File: src/rtl/traffic_pkg.sv
// Shared encodings for the intersection phase sequencer.
package traffic_pkg;

   localparam int TIMER_W = 5;

   // One-hot lamp encodings {R,Y,G}
   localparam logic [2:0] RED = 3'b100;
   localparam logic [2:0] YEL = 3'b010;
   localparam logic [2:0] GRN = 3'b001;

   // PH_IDLE exists only between reset and the first clock edge after release.
   typedef enum logic [2:0] {
      PH_IDLE,
      PH_MAIN_G,
      PH_MAIN_Y,
      PH_SIDE_G,
      PH_SIDE_Y,
      PH_PED
   } phase_e;

   typedef enum logic [1:0] {
      ST_LOAD,
      ST_ARM,
      ST_WAIT
   } step_e;

endpackage

File: src/rtl/ped_request_latch.sv
// Holds a pedestrian request until the walk phase has been served.
// Requests are blocked while the walk phase is active, so a button held
// through the walk phase does not immediately queue a second one.
module ped_request_latch (
   input  logic clk_i,
   input  logic rst_ni,
   input  logic set_i,
   input  logic block_i,
   input  logic clear_i,
   output logic pending_o
);

   logic pending_q;
   logic pending_d;

   // Next pending state: clear wins, then set unless blocked.
   always_comb begin
      pending_d = pending_q;
      if (clear_i) begin
         pending_d = 1'b0;
      end else if (set_i && !block_i) begin
         pending_d = 1'b1;
      end
   end

   // Pending register.
   always_ff @(posedge clk_i or negedge rst_ni) begin
      if (!rst_ni) begin
         pending_q <= 1'b0;
      end else begin
         pending_q <= pending_d;
      end
   end

   assign pending_o = pending_q;

endmodule

File: src/rtl/traffic_phase_ctrl.sv
// Phase sequencer for a two-road intersection with pedestrian crossing.
// Each phase loads the downstream countdown timer (LOAD), skips one cycle
// of stale expiry (ARM), then waits for expiry (WAIT). All outputs are
// registered from the next-state decode so they change on the phase edge.
module traffic_phase_ctrl
   import traffic_pkg::*;
#(
   parameter int T_BASE = 8,
   parameter int T_EXT  = 12,
   parameter int T_YEL  = 3,
   parameter int T_PED  = 10
) (
   input  logic               clock,
   input  logic               reset,
   input  logic               sensor,
   input  logic               walk_request,
   input  logic               expired,
   output logic [TIMER_W-1:0] value,
   output logic               start_timer,
   output logic [2:0]         main_light,
   output logic [2:0]         side_light,
   output logic               walk
);

   localparam int T_MAX = (1 << TIMER_W) - 1;

   if (T_BASE < 1 || T_BASE > T_MAX || T_EXT < 1 || T_EXT > T_MAX ||
       T_YEL  < 1 || T_YEL  > T_MAX || T_PED < 1 || T_PED > T_MAX) begin : g_param_err
      $error("traffic_phase_ctrl: all durations must be in 1..%0d", T_MAX);
   end

   phase_e             phase_q, phase_d;
   step_e              step_q,  step_d;
   logic [TIMER_W-1:0] value_q, value_d;
   logic               start_q, start_d;
   logic [2:0]         main_q,  main_d;
   logic [2:0]         side_q,  side_d;
   logic               walk_q,  walk_d;
   logic               pending;
   logic               ped_clear;

   ped_request_latch u_ped_latch (
      .clk_i     (clock),
      .rst_ni    (reset),
      .set_i     (walk_request),
      .block_i   (phase_q == PH_PED),
      .clear_i   (ped_clear),
      .pending_o (pending)
   );

   // Duration for a phase; side green length depends on sensor at load.
   function automatic logic [TIMER_W-1:0] phase_dur(phase_e ph, logic car);
      case (ph)
         PH_MAIN_G: phase_dur = TIMER_W'(T_BASE);
         PH_SIDE_G: phase_dur = car ? TIMER_W'(T_EXT) : TIMER_W'(T_BASE);
         PH_MAIN_Y,
         PH_SIDE_Y: phase_dur = TIMER_W'(T_YEL);
         PH_PED:    phase_dur = TIMER_W'(T_PED);
         default:   phase_dur = '0;
      endcase
   endfunction

   // Next phase/sub-step and registered output decode.
   always_comb begin
      phase_d   = phase_q;
      step_d    = step_q;
      ped_clear = 1'b0;

      if (phase_q == PH_IDLE) begin
         phase_d = PH_MAIN_G;
         step_d  = ST_LOAD;
      end else begin
         case (step_q)
            ST_LOAD: step_d = ST_ARM;
            ST_ARM:  step_d = ST_WAIT;
            ST_WAIT: begin
               if (expired) begin
                  step_d = ST_LOAD;
                  case (phase_q)
                     PH_MAIN_G: phase_d = (sensor || pending) ? PH_MAIN_Y : PH_MAIN_G;
                     PH_MAIN_Y: phase_d = pending ? PH_PED : PH_SIDE_G;
                     PH_SIDE_G: phase_d = PH_SIDE_Y;
                     PH_SIDE_Y: phase_d = PH_MAIN_G;
                     PH_PED: begin
                        phase_d   = PH_MAIN_G;
                        ped_clear = 1'b1;
                     end
                     default:   phase_d = PH_MAIN_G;
                  endcase
               end
            end
            default: step_d = ST_LOAD;
         endcase
      end

      start_d = (step_d == ST_LOAD);
      value_d = value_q;
      if (step_d == ST_LOAD) begin
         value_d = phase_dur(phase_d, sensor);
      end

      main_d = RED;
      side_d = RED;
      walk_d = 1'b0;
      case (phase_d)
         PH_MAIN_G: main_d = GRN;
         PH_MAIN_Y: main_d = YEL;
         PH_SIDE_G: side_d = GRN;
         PH_SIDE_Y: side_d = YEL;
         PH_PED:    walk_d = 1'b1;
         default:   ;
      endcase
   end

   // State and output registers.
   always_ff @(posedge clock or negedge reset) begin
      if (!reset) begin
         phase_q <= PH_IDLE;
         step_q  <= ST_WAIT;
         value_q <= '0;
         start_q <= 1'b0;
         main_q  <= RED;
         side_q  <= RED;
         walk_q  <= 1'b0;
      end else begin
         phase_q <= phase_d;
         step_q  <= step_d;
         value_q <= value_d;
         start_q <= start_d;
         main_q  <= main_d;
         side_q  <= side_d;
         walk_q  <= walk_d;
      end
   end

   assign value       = value_q;
   assign start_timer = start_q;
   assign main_light  = main_q;
   assign side_light  = side_q;
   assign walk        = walk_q;

endmodule

File: config.mk
export PLATFORM = sky130hd
export DESIGN_NAME = traffic_phase_ctrl
export DESIGN_NICKNAME = d
export VERILOG_FILES = /design/src/rtl/traffic_pkg.sv /design/src/rtl/ped_request_latch.sv /design/src/rtl/traffic_phase_ctrl.sv
export SDC_FILE = /design/constraint.sdc
export NUM_CORES = 1
export LEC_CHECK = 0
export ABC_AREA = 0
export CAP_MARGIN = 30
export CORE_ASPECT_RATIO = 1.25
export CORE_MARGIN = 3
export CORE_UTILIZATION = 40
export CTS_CLUSTER_DIAMETER = 120
export DETAILED_ROUTE_END_ITERATION = 10
export DONT_BUFFER_PORTS = 1
export PLACE_DENSITY_LB_ADDON = 0.12
export REMOVE_ABC_BUFFERS = 1
export SYNTH_ARGS = -nofsm -noshare
export SYNTH_HDL_FRONTEND = slang
export SYNTH_SLANG_ARGS = --single-unit
File: constraint.sdc
create_clock -name clock -period 3.3 [get_ports clock]
set_clock_uncertainty 0.15 [all_clocks]
set_input_delay 0.495 -clock clock [delete_from_list [all_inputs] [get_ports clock]]
set_output_delay 0.495 -clock clock [all_outputs]
set_load 0.01 [all_outputs]
==> flow_summary_export.csv <==
group,metric,value,unit
global_route,met3_usage,5.18,%
hold_path,hold_end,"value[2]$_DFFE_PN0P_",
sta,rsz0062_at_grt,"false",
power,p_per_area,969,nW/um2
setup_path,worstPathMaxFanout,7,
setup_path,slowest_stage,"dfstp_2",
placement,port_buffers,0,
logic_synthesis,ys.flop_type,"dfrtp_1",
logic_synthesis,async_reset_ff_share,100,%
logic_synthesis,synth-seq-cells,18,
sta,drv_slew,0,
global_route,use_met2,18.1,%
sta,fin_setup_tns,0,ns
final_layout,fin_cells,96,
setup_path,crit_required,3.33,ns
setup_path,r2r-end,"value[3]$_DFFE_PN0P_",
hold_path,hold_depth,1,
cts,htree_levels,1,
cts,cts_buffers,3,
setup_path,critPathBufInv,0,
logic_synthesis,synth_cells,76,
global_route,grt-busiest-layer,"met2",
global_route,grt_pass1_vias,505,
hold_path,hold_class,"in2reg",
power,vdd_ir_drop_max,0.395,mV
setup_path,worstSetupEndpointType,"flop",
routing,drc,0,
floorplanning,die_h,55.9,um
global_route,overflow,0,
logic_synthesis,avgSynthCellArea,10.5,um2
run_status,status,"completed",
routing,detailedRoute.firstIterationViolations,10,
routing,wirelength,1370,um
sta,setup_viol_count_final,0,
logic_synthesis,synth_warnings,0,
final_layout,final_util,45.8,%
routing,via_per_inst,5.68,
setup_path,crit_chain,"nand3b_4 -> or4_1 -> a32oi_1 -> o31ai_1",
floorplanning,initial_core_util,43.5,%
setup_path,start_kind,"flop",
setup_path,critPathArrivalTime,1.83,ns
power,power.total,0.811,mW
sta,hold_viol,0,
setup_path,worst-path-stages,4,
floorplanning,core_area,1830,um2
placement,dpl.cell_count,91,
final_layout,antenna_cells,0,
cts,cts.sinks,18,
final_layout,drive_gt1_share,11.7,%
setup_path,crit_family,"simple AND/OR/NAND/NOR gates",
sta,worst_pin_slew,0.761,ns
logic_synthesis,synth_edf_count,0,
hold_path,hp-start,"sensor",
cts,cts_resized,0,
logic_synthesis,ys_seq_area_share,57.1,%
floorplanning,ios,18,
logic_synthesis,syn_area,796,um2
logic_synthesis,synth_cell_types,30,
setup_path,rr_worst_depth,4,
setup_path,worstSetupPathType,"reg2reg",
sta,slew_headroom,49.1,%
cts,clock_path_buffers,2,
sta,finalCritPeriodShare,54.4,%
setup_path,reg2reg_slack,1.50,ns
routing,dr_total_vias,545,
routing,routedWlPerCell,14.3,um
sta,max_freq,0.557,GHz
sta,finalWorstPathRequiredPeriod,1.80,ns
cts,clock_latency,0.29,ns
final_layout,final_nets,83,
cts,clk_pin_slew,0.10,ns
global_route,grt_use_total,11.7,%
floorplanning,die_w,45.9,um
global_route,grt_pass1_wl,2210,um
routing,antenna_left,0,
power,p_leak,0.395,nW
setup_path,slowest_delay,0.59,ns
floorplanning,die_area,2560,um2
cts,cts_tree,"yes",
cts,root_buffer,"clkbuf_4",
routing,first_pass_iters,5,
global_route,met1_usage,13.4,%
final_layout,syn_to_final_growth,5.19,%
run,max_cap_viol_count,0,
floorplanning,rows,17,
setup_path,worstReg2RegStart,"step_q[1]$_DFF_PN1_",
placement,finalWeightedCongestion,0.764,
global_route,antenna_found_initial,0,
final_layout,fillCellCount,174,
global_route,grt_max_degree,19,
placement,hpwlAfterDp,1000,um
## worst max-delay path by stage
| stage | startpoint | end | slack [ns] |
|---|---|---|---|
| finish | step_q[1]$_DFF_PN1_ | value[3]$_DFFE_PN0P_ | 1.50 |
| global route | step_q[1]$_DFF_PN1_ | value[3]$_DFFE_PN0P_ | 1.39 |
| CTS | step_q[1]$_DFF_PN1_ | value[3]$_DFFE_PN0P_ | 1.50 |
| detailed placement | step_q[1]$_DFF_PN1_ | value[3]$_DFFE_PN0P_ | 1.52 |
| global placement | step_q[1]$_DFF_PN1_ | value[3]$_DFFE_PN0P_ | 1.56 |
| floorplan | step_q[1]$_DFF_PN1_ | value[3]$_DFFE_PN0P_ | 1.60 |
## cell families (layout without fill, tap and decap cells)
group / after synthesis / count (layout) / synth area share [%]
compound gates: 12 / 12 / 11.5
flops: 18 / 18 / 57.1
other cells: 1 / 1 / 0.471
buf+inv: 8 / 9 / 5.50
simple gates: 36 / 36 / 24.2
mux: 1 / 1 / 1.26
## power by group
| part | internal [mW] | switching (mW) | total, mW |
|---|---|---|---|
| combinational | 0.103 | 0.136 | 0.239 |
| sequential | 0.329 | 0.110 | 0.439 |
| clock | 0.0672 | 0.0659 | 0.133 |
| total | 0.499 | 0.312 | 0.811 |
## final cells by class
class	instances	area [um2]	area share [%]
Sequential cell	18	454	54.3
Multi-Input combinational cell	50	298	35.6
Clock buffer	4	36.3	4.33
Tap cell	19	23.8	2.84
Inverter	4	15.0	1.79
Timing Repair Buffer	1	10.0	1.20
## layer usage
metal	wire (um)	share of wire [%]
met5	0	0
met3	103	7.5
met4	19	1.4
met2	668	49
met1	582	42
## worst register-to-register path, stage by stage, from the launching register on
cell	delay, ns
dfstp_2	0.59
nand3b_4	0.11
or4_1	0.54
a32oi_1	0.21
o31ai_1	0.08
## Yosys cell counts, types with 2 or more instances
cell type  instances  area [um2]
a21o_1             2        15.0
a41oi_1            2        17.5
buf_2              2        10.0
dfrtp_1           15         375
dfstp_2            3        78.8
inv_1              4        15.0
nand2_1            7        26.3
nand3_1            3        15.0
nor2_1            12        45.0
nor2b_1            2        12.5
nor3_1             3        15.0
o21a_1             2        15.0
or3_1              2        12.5
## flip-flops by register name (all words and copies together) (netlist names)
signal	cells
side_light	3
main_light	3
phase_q	3
walk	1
step_q	2
value	4
u_ped_latch.pending_o	1
start_timer	1
## repair_timing
| action | CTS | global route |
|---|---|---|
| hold buffers | 1 | 0 |
| hold endpoints to repair | 18 | 0 |
| setup buffers | 0 | 0 |
| setup endpoints to repair | 0 | 0 |
## metrics by stage
| step | cell area [um2] | hold WS [ns] | worst slack (ns) |
|---|---|---|---|
| floorplan | 767 | 0.0494 | 1.60 |
| detailed placement | 791 | 0.0499 | 1.52 |
| global route | 837 | 0.189 | 1.39 |
| global placement | 791 | 0.0498 | 1.56 |
| CTS | 837 | 0.189 | 1.50 |
| finish | 837 | 0.192 | 1.50 |
## cell usage in the layout (no fill, tap or decap), types with 2 or more instances in the layout
| cell | count |
|---|---|
| dfrtp_1 | 15 |
| nor2_1 | 12 |
| nand2_1 | 7 |
| inv_1 | 4 |
| nand3_1 | 3 |
| nor3_1 | 3 |
| clkbuf_4 | 3 |
| dfstp_2 | 3 |
| nor2b_1 | 2 |
| a21o_1 | 2 |
| o21a_1 | 2 |
| or3_1 | 2 |
| a41oi_1 | 2 |
Power figures use the tool's default switching activity.
